<file path="src/rtl/div_pkg.sv">
// div_pkg: shared divider states, counter sizing and two's-complement helper
package div_pkg;
  typedef enum logic [1:0] {IDLE, CALC, FIXUP} state_t;
  localparam int MAX_W = 64;
  function automatic int cnt_w(input int w);
    return $clog2(w + 1);
  endfunction
  function automatic logic [MAX_W-1:0] cond_neg(input logic [MAX_W-1:0] x, input logic neg);
    return neg ? -x : x;
  endfunction
endpackage

</file>
<file path="src/rtl/div_step.sv">
// div_step: one restoring step (rem,dsh,dvs -> rem_n,dsh_n), shifts {rem,dsh} left, trial-subtracts dvs, shifts quotient bit into dsh
module div_step #(
  parameter int WIDTH = 32
) (
  input  logic [WIDTH:0]   rem,
  input  logic [WIDTH-1:0] dsh,
  input  logic [WIDTH-1:0] dvs,
  output logic [WIDTH:0]   rem_n,
  output logic [WIDTH-1:0] dsh_n
);
  logic [WIDTH+1:0] sh, trial;
  always_comb begin
    sh    = {rem, dsh[WIDTH-1]};
    trial = sh - {2'b00, dvs};
    rem_n = (WIDTH+1)'(trial[WIDTH+1] ? sh : trial);
    dsh_n = {dsh[WIDTH-2:0], ~trial[WIDTH+1]};
  end
endmodule

</file>
<file path="src/rtl/seq_divider.sv">
// seq_divider: multi-cycle signed/unsigned restoring divider (clk,rst_n,start,is_signed,dividend,divisor -> busy,done,quotient,remainder,div_by_zero,overflow)
module seq_divider
  import div_pkg::*;
#(
  parameter int WIDTH     = 32,
  parameter bit SIGNED_EN = 1
) (
  input  logic             clk,
  input  logic             rst_n,
  input  logic             start,
  input  logic             is_signed,
  input  logic [WIDTH-1:0] dividend,
  input  logic [WIDTH-1:0] divisor,
  output logic             busy,
  output logic             done,
  output logic [WIDTH-1:0] quotient,
  output logic [WIDTH-1:0] remainder,
  output logic             div_by_zero,
  output logic             overflow
);
  localparam int CNT_W = cnt_w(WIDTH);
  state_t           state;
  logic [CNT_W-1:0] cnt;
  logic [WIDTH:0]   rem, rem_n;
  logic [WIDTH-1:0] dsh, dsh_n, dvs;
  logic             neg_q, neg_r, dbz_r, ovf_r;
  logic             sgn, dz, ovf;
  always_comb begin
    sgn = SIGNED_EN && is_signed;
    dz  = divisor == '0;
    ovf = sgn && dividend == {1'b1, {(WIDTH-1){1'b0}}} && divisor == '1;
  end
  div_step #(.WIDTH(WIDTH)) u_step (
    .rem   (rem),
    .dsh   (dsh),
    .dvs   (dvs),
    .rem_n (rem_n),
    .dsh_n (dsh_n)
  );
  always_ff @(posedge clk) begin
    if (!rst_n) begin
      state       <= IDLE;
      cnt         <= '0;
      rem         <= '0;
      dsh         <= '0;
      dvs         <= '0;
      neg_q       <= 1'b0;
      neg_r       <= 1'b0;
      dbz_r       <= 1'b0;
      ovf_r       <= 1'b0;
      busy        <= 1'b0;
      done        <= 1'b0;
      quotient    <= '0;
      remainder   <= '0;
      div_by_zero <= 1'b0;
      overflow    <= 1'b0;
    end else begin
      done <= 1'b0;
      case (state)
        IDLE: if (start) begin
          busy        <= 1'b1;
          div_by_zero <= 1'b0;
          overflow    <= 1'b0;
          rem         <= '0;
          cnt         <= CNT_W'(WIDTH);
          dbz_r       <= dz;
          ovf_r       <= ovf;
          neg_q       <= sgn & (dividend[WIDTH-1] ^ divisor[WIDTH-1]);
          neg_r       <= sgn & dividend[WIDTH-1];
          dsh         <= dz ? dividend : WIDTH'(cond_neg(MAX_W'(dividend), sgn & dividend[WIDTH-1]));
          dvs         <= WIDTH'(cond_neg(MAX_W'(divisor), sgn & divisor[WIDTH-1]));
          state       <= dz ? FIXUP : CALC;
        end
        CALC: begin
          rem <= rem_n;
          dsh <= dsh_n;
          cnt <= cnt - CNT_W'(1);
          if (cnt == CNT_W'(1)) state <= FIXUP;
        end
        FIXUP: begin
          quotient    <= dbz_r ? '1 : WIDTH'(cond_neg(MAX_W'(dsh), neg_q));
          remainder   <= dbz_r ? dsh : WIDTH'(cond_neg(MAX_W'(rem[WIDTH-1:0]), neg_r));
          div_by_zero <= dbz_r;
          overflow    <= ovf_r;
          done        <= 1'b1;
          busy        <= 1'b0;
          state       <= IDLE;
        end
        default: state <= IDLE;
      endcase
    end
  end
endmodule

</file>
<file path="config.mk">
export PLATFORM = sky130hd
export DESIGN_NAME = seq_divider
export DESIGN_NICKNAME = d
export VERILOG_FILES = /design/src/rtl/div_pkg.sv /design/src/rtl/div_step.sv /design/src/rtl/seq_divider.sv
export SDC_FILE = /design/constraint.sdc
export NUM_CORES = 1
export LEC_CHECK = 0
export CAP_MARGIN = 20
export CORE_MARGIN = 2
export CORE_UTILIZATION = 40
export DETAILED_ROUTE_END_ITERATION = 10
export PLACE_DENSITY = 0.66
export SYNTH_ARGS = -nofsm -noshare
export SYNTH_HDL_FRONTEND = slang
export SYNTH_SLANG_ARGS = --single-unit
</file>
<file path="constraint.sdc">
create_clock -name clk -period 4.47 [get_ports clk]
set_input_delay 1.1175 -clock clk [delete_from_list [all_inputs] [get_ports clk]]
set_output_delay 1.1175 -clock clk [all_outputs]
set_load 0.005 [all_outputs]
</file>
==> summary.md, run 1 <==
| Metric | Value |
|---|---|
| Port bufs | 135 |
| WP data required | 4.84 ns |
| Core footprint | 27800 sq um |
| Most frequent cell after synthesis | dfxtp_1 |
| Post-synth cell types | 61 |
| Unrepaired setup endpoints after global routing | no |
| First-pass GRT wire length | 56000 microns |
| M3 GR Usage | 3.32% |
| Inserted Diodes | 0 |
| Initial antenna violation count | 0 |
| Routing usage on met2 | 37.2% |
| Flops & latches, synth | 177 |
| Total CTS buffers | 17 |
| I/O Pins | 136 |
| Syn_area_per_cell | 7.60 sq um |
| Worst Skew | 0.0129 ns |
| RR Startpoint | dsh[31] |
| Most common flop cell mapped by yosys | dfxtp_1 |
| Final min period | 3.82 ns |
| Maximum vdd ir drop | 0.000257 V |
| DP Cell Count | 1915 |
| Hold Buf Count CTS | 0 |
| Routed Antenna Nets | 0 |
| Max clock buf depth | 2 |
| Share of post-route cells with drive strength above 1 | 4.97% |
| Fin worst setup slack | 0.655 ns |
| 1st-iter DRT viols | 1063 |
| # DRC | 0 |
| LEAKAGE | 5.05 nW |
| DRT Pass-1 Iters | 5 |
| DP HPWL | 26600 microns |
| Synthesis-to-finish area growth | 20.1% |
| Sum of buffers and inverters on the critical path | 1 |
| Final Hold Viols | 0 |
| Final setup violating endpoints | 0 |
| Sequential area share after synthesis | 31.4% |
| Post-synth EDFFs | 0 |
| Largest net degree at the start of global routing | 60 |
| Cell family with most CP delay | simple AND/OR/NAND/NOR gates |
| Synth area leaders | dfxtp_1 31%, a21oi_1 6.9%, o21ai_0 6.6% |
| WL/cell | 18.5 microns |
| Vias in the first global route | 10200 |
| Final hold slack | 0.457 ns |
| Worst Setup End Kind | flip-flop |
| Root Buffer | clkbuf_16 |
| Critical path launch point type | primary input |
| Max Clk Rate | 262 MHz |
| Starting density of the core | 40.6% |
| Synth top area share | 31.4% |
| CP startpoint | divisor[4] |
| Max Slew Vio Count | 0 |
| Final Power | 4.76 mW |
| CP cell instances | clkdlybuf4s50_1, or4_1, or4_4, nor4_4, nand3_2, and3_1, o21ai_0, xnor2_1, o221ai_1, a21oi_1 |
| Crit-path max FO | 21 |
| Status | finished clean |
| Share of flip-flops with an asynchronous set or reset | 0% |
| Non-Filler Instances | 1948 |
| GPL Wtd Cong | 0.886 |
| Fin crit share | 85.4% |
| Gr usage total | 24.0% |
| Vias/cell | 5.77 |
| Critical Path AT | 4.19 ns |
| HP Start | busy |
| Row cnt | 61 |
| Synthesized net count | 1592 |
| Die ar. | 29600 sq um |
| Global Route met1 Usage | 35.6% |
| Max H-tree Level | 4 |
| Post-synthesis instance total | 1484 |
| Postcts setup bufs | 0 |
| Power Density | 351 nW/um^2 |
| Maxcap violations | 0 |
| Fill count | 2771 |
| Max_slew headroom | 30.1% |
| Ys Warns | 0 |
| Die H | 172 microns |
| CP Class | primary input to flip-flop |
| Global-route congestion overflow total | 0 |
| CP max stage cell | or4_1 |
| Most used routing layer | met2 |
| Worst skew pair latency | 0.44 ns |
| Post-CTS sizing | 0 |
| Nets | 1665 |
| Die Wd | 172 microns |
| CTS tree | built |
| Slowest stage delay, CP | 0.57 ns |
| DP Worst Slack | 0.239 ns |
| Via count | 11233 |
| Top post-synthesis cells by count | 177 x dfxtp_1, 173 x nand2_1, 155 x a21oi_1 |
| Worst hold path class | flip-flop to flip-flop |
| Mapped cell area | 11300 sq um |
| TritonCTS Sinks | 177 |
| Synth area leader | dfxtp_1 |
| Fin Setup TNS | 0 ns |
| Final WL | 35900 microns |
| Slew at the pin closest to its max-slew limit | 1.05 ns |
| Clock transition at path regs | 0.08 ns |
per-layer routing:
layer | part of all wire (%) | vias up
li1 | - | 5467
met1 | 47 | 5380
met2 | 45 | 358
met3 | 6.6 | 28
met4 | 0.98 | 0
met5 | 0 | -
path summary, 6_finish.rpt:
check	endpoint	depth (start not counted)	slack (ns)
min reg2reg	busy	2	0.46
max reg2reg	rem[30]	13	0.89
max	dsh[18]	10	0.65
min	busy	2	0.46
state kept, by name, indices dropped and copies added, names as in the netlist:
name	cells
busy	1
cnt	6
dbz_r	1
div_by_zero	1
done	1
dsh	32
dvs	32
neg_q	1
neg_r	1
overflow	1
ovf_r	1
quotient	32
rem	33
remainder	32
state	2
final cells by class:
type                    instances  area [sq um]  area share, %
multi-input cells            1148          7160           52.8
flip-flops and latches        177          3540           26.1
repair buffers                155          1530           11.3
well taps                     378           473           3.49
clock buffers                  18           439           3.24
inverters                      58           218           1.61
clock inverters                14           194           1.43
where the power goes:
group | switching, mW | internal, mW
clock network | 0.732 | 0.871
logic | 0.749 | 0.507
registers | 0.191 | 1.71
total | 1.67 | 3.09
placed cells by master, fill, tap and decap left out, types with 5 or more instances in the layout:
cell type	count
clkdlybuf4s50_1	134
o41ai_1	14
a31oi_1	6
dfxtp_1	176
or4_1	10
o31ai_1	34
inv_1	57
o221ai_1	27
xnor2_1	59
o211ai_1	5
a211oi_1	21
clkbuf_16	17
nor2_1	97
xor2_1	84
nand3b_1	5
mux2i_1	24
ha_1	39
nand3_1	51
or2_2	5
nand4_1	17
nor4_1	8
a21oi_1	155
or3_1	18
nand2b_1	6
nor2b_1	7
a32oi_1	16
nand2_1	173
a21o_1	22
and3_1	11
buf_4	18
nor3_1	27
o21ai_0	149
tightest hold or removal path, cell delays in order, from the launching register on:
cell and delay [ns]:
dfxtp_1 0.31, nand2_1 0.05, a21oi_1 0.05
cell families after synthesis:
family / Yosys count / share of synthesized area (%)
fa+ha+maj: 40 / 4.50
simple gates: 456 / 18.9
mux: 25 / 2.23
flops: 177 / 31.4
compound gates: 484 / 26.5
buf+inv: 159 / 5.37
xor+xnor: 143 / 11.1
metrics by stage:
step	area, sq um	utilization (%)
finish	13600	48.8
global route	13600	48.8
detailed placement	12900	46.4
CTS	13500	48.7
floorplan	11300	-
global placement	12900	46.4
No activity file was read; power rests on OpenSTA's default activity.
==> run 2: changes to the inputs <==
- ABC_CLOCK_PERIOD_IN_PS: unset -> 4470
- CORE_MARGIN: 2 -> 4
==> run 2 against run 1 <==
  * Clock skew is 0.0080 ns higher
  * Critical path depth stayed put
  * Routed wire length is 0.60% higher
  * Flip-flop and latch count stayed put
  * Cell count is 0.10% higher
  * Design area is 0.41% lower
  * Sequential share of layout area is 0.11 points higher
  * Clock power is 9% lower
  * Via count is 0.34% higher
  * Die area is 4.7% higher
  * Sequential power hardly changed
  * Non-clock buffer count is 2 higher
  * Critical path type unchanged
  * Critical endpoint is now dsh[28]
  * Highest routed layer unchanged
==> summary.md, run 2 (same netlist as run 1, synthesis figures left out) <==
| Metric | Value |
|---|---|
| Status | finished clean |
| DP HPWL | 26700 microns |
| GPL Wtd Cong | 0.909 |
| Worst Skew | 0.0208 ns |
| Cell family with most CP delay | simple AND/OR/NAND/NOR gates |
| # DRC | 0 |
| Unrepaired setup endpoints after global routing | no |
| Critical path launch point type | primary input |
| Synthesis-to-finish area growth | 19.7% |
| Global-route congestion overflow total | 0 |
| Largest net degree at the start of global routing | 56 |
| Worst Hold Path Cells | 2 |
| Worst Setup End Kind | flip-flop |
| Max Clk Rate | 262 MHz |
| Die H | 176 microns |
| Hold Buf Count CTS | 0 |
| Die Wd | 176 microns |
| Max H-tree Level | 4 |
| Port bufs | 135 |
| DRT Pass-1 Iters | 5 |
| WL/cell | 18.5 microns |
| Post-CTS sizing | 0 |
| Register bank with the most flops | rem |
| Die ar. | 31000 sq um |
| Maximum vdd ir drop | 0.000250 V |
| Commonest non-fill, non-tap cell in the layout | dfxtp_1 |
| Critical Path AT | 4.18 ns |
| Slowest stage delay, CP | 0.56 ns |
| LEAKAGE | 5.02 nW |
| Worst skew pair latency | 0.45 ns |
| Max clock buf depth | 2 |
| 1st-iter DRT viols | 1117 |
| Reg2reg path depth | 13 |
| Maxcap violations | 0 |
| CTS tree | built |
| Core footprint | 27800 sq um |
| R2r setup slk | 0.85 ns |
| Power Density | 342 nW/um^2 |
| Inserted Diodes | 0 |
| CP max stage cell | or4_1 |
| I/O Pins | 136 |
| Final min period | 3.81 ns |
| Vias/cell | 5.78 |
| Routed Antenna Nets | 0 |
| Vias in the first global route | 10290 |
| Share of post-route cells with drive strength above 1 | 5.03% |
| Starting density of the core | 40.6% |
| RR Startpoint | dsh[31] |
| WHS Endpoint | busy |
| Fin Setup TNS | 0 ns |
| Final WL | 36200 microns |
| Gr usage total | 22.5% |
| CP cell instances | clkdlybuf4s50_1, or4_1, or4_4, nor4_4, nand3_2, and3_1, o21ai_0, xnor2_1, o221ai_1, a21oi_1 |
| Root Buffer | clkbuf_16 |
| Via count | 11271 |
| Fin crit share | 85.2% |
| Worst hold path class | flip-flop to flip-flop |
| Sum of buffers and inverters on the critical path | 1 |
| Max Slew Vio Count | 0 |
| TritonCTS Sinks | 177 |
| Total CTS buffers | 17 |
| Slew at the pin closest to its max-slew limit | 1.06 ns |
| Nets | 1667 |
| Postcts setup bufs | 0 |
| Max_slew headroom | 29.0% |
| Crit-path max FO | 21 |
| First-pass GRT wire length | 56400 microns |
| Initial antenna violation count | 0 |
| Final hold slack | 0.463 ns |
| WP data required | 4.84 ns |
| CP Class | primary input to flip-flop |
| Max FFs per register | 33 |
| Final setup violating endpoints | 0 |
| Final Hold Viols | 0 |
| Row cnt | 61 |
| Clock transition at path regs | 0.08 ns |
| HP Start | busy |
| Most frequent cells in the layout | 176 x dfxtp_1, 173 x nand2_1, 155 x a21oi_1, 149 x o21ai_0, 134 x clkdlybuf4s50_1 |
| Reg-to-Reg End | rem[30] |
## run 2: layout make-up
| type | count | area (sq um) |
|---|---|---|
| clock buffer | 19 | 443 |
| clock inverter | 13 | 120 |
| fill | 2763 | 14300 |
| inverter | 58 | 218 |
| multi-input combinational | 1148 | 7160 |
| sequential | 177 | 3540 |
| tap | 378 | 473 |
| timing repair buffer | 157 | 1540 |
## run 2: how the worst max path moves through the flow
| stage | startpoint | cells past startpoint | end | slack [ns] |
|---|---|---|---|---|
| global placement | divisor[4] | 10 | dsh[8] | 0.30 |
| global route | divisor[4] | 10 | dsh[18] | 0.56 |
| floorplan | divisor[3] | 8 | dvs[27] | 0.98 |
| detailed placement | divisor[4] | 10 | dsh[11] | 0.26 |
| finish | divisor[4] | 10 | dsh[28] | 0.66 |
| CTS | divisor[4] | 10 | dsh[18] | 0.71 |
## run 2: worst register-to-register path, cell delays in order, from the launching register on
cell and delay, ns:
dfxtp_1 0.43, inv_1 0.11, ha_1 0.17, inv_1 0.06, fa_1 0.40, a21o_1 0.20
a22o_1 0.19, a311oi_1 0.38, o21ai_0 0.25, a311oi_1 0.62, nor2b_1 0.19, and4b_1 0.24
mux2i_1 0.12, o21ai_0 0.09
## run 2: per-stage QoR
stage / power, mW / setup WS [ns] / std cells / instance area [sq um] / util, %
2_1_floorplan: 2.72 / 0.978 / 1484 / 11300 / -
3_3_place_gp: 3.15 / 0.305 / 1917 / 12900 / 46.5
6_report: 4.61 / 0.660 / 1950 / 13500 / 48.6
5_1_grt: 4.84 / 0.557 / 1950 / 13500 / 48.6
4_1_cts: 4.60 / 0.712 / 1949 / 13500 / 48.5
3_5_place_dp: 3.17 / 0.257 / 1917 / 12900 / 46.5
## run 2: power by group
group	total [mW]	switching, mW	internal, mW
Combinational	1.26	0.756	0.507
Sequential	1.91	0.194	1.71
Clock	1.45	0.698	0.748
## run 2: layer usage
layer,global-route usage [%],share of wire (%),vias to the layer above
li1,-,-,5492
met1,33.5,48,5330
met2,33.9,44,405
met3,3.64,5.9,44
met4,5.85,1.9,0
met5,0,0,-
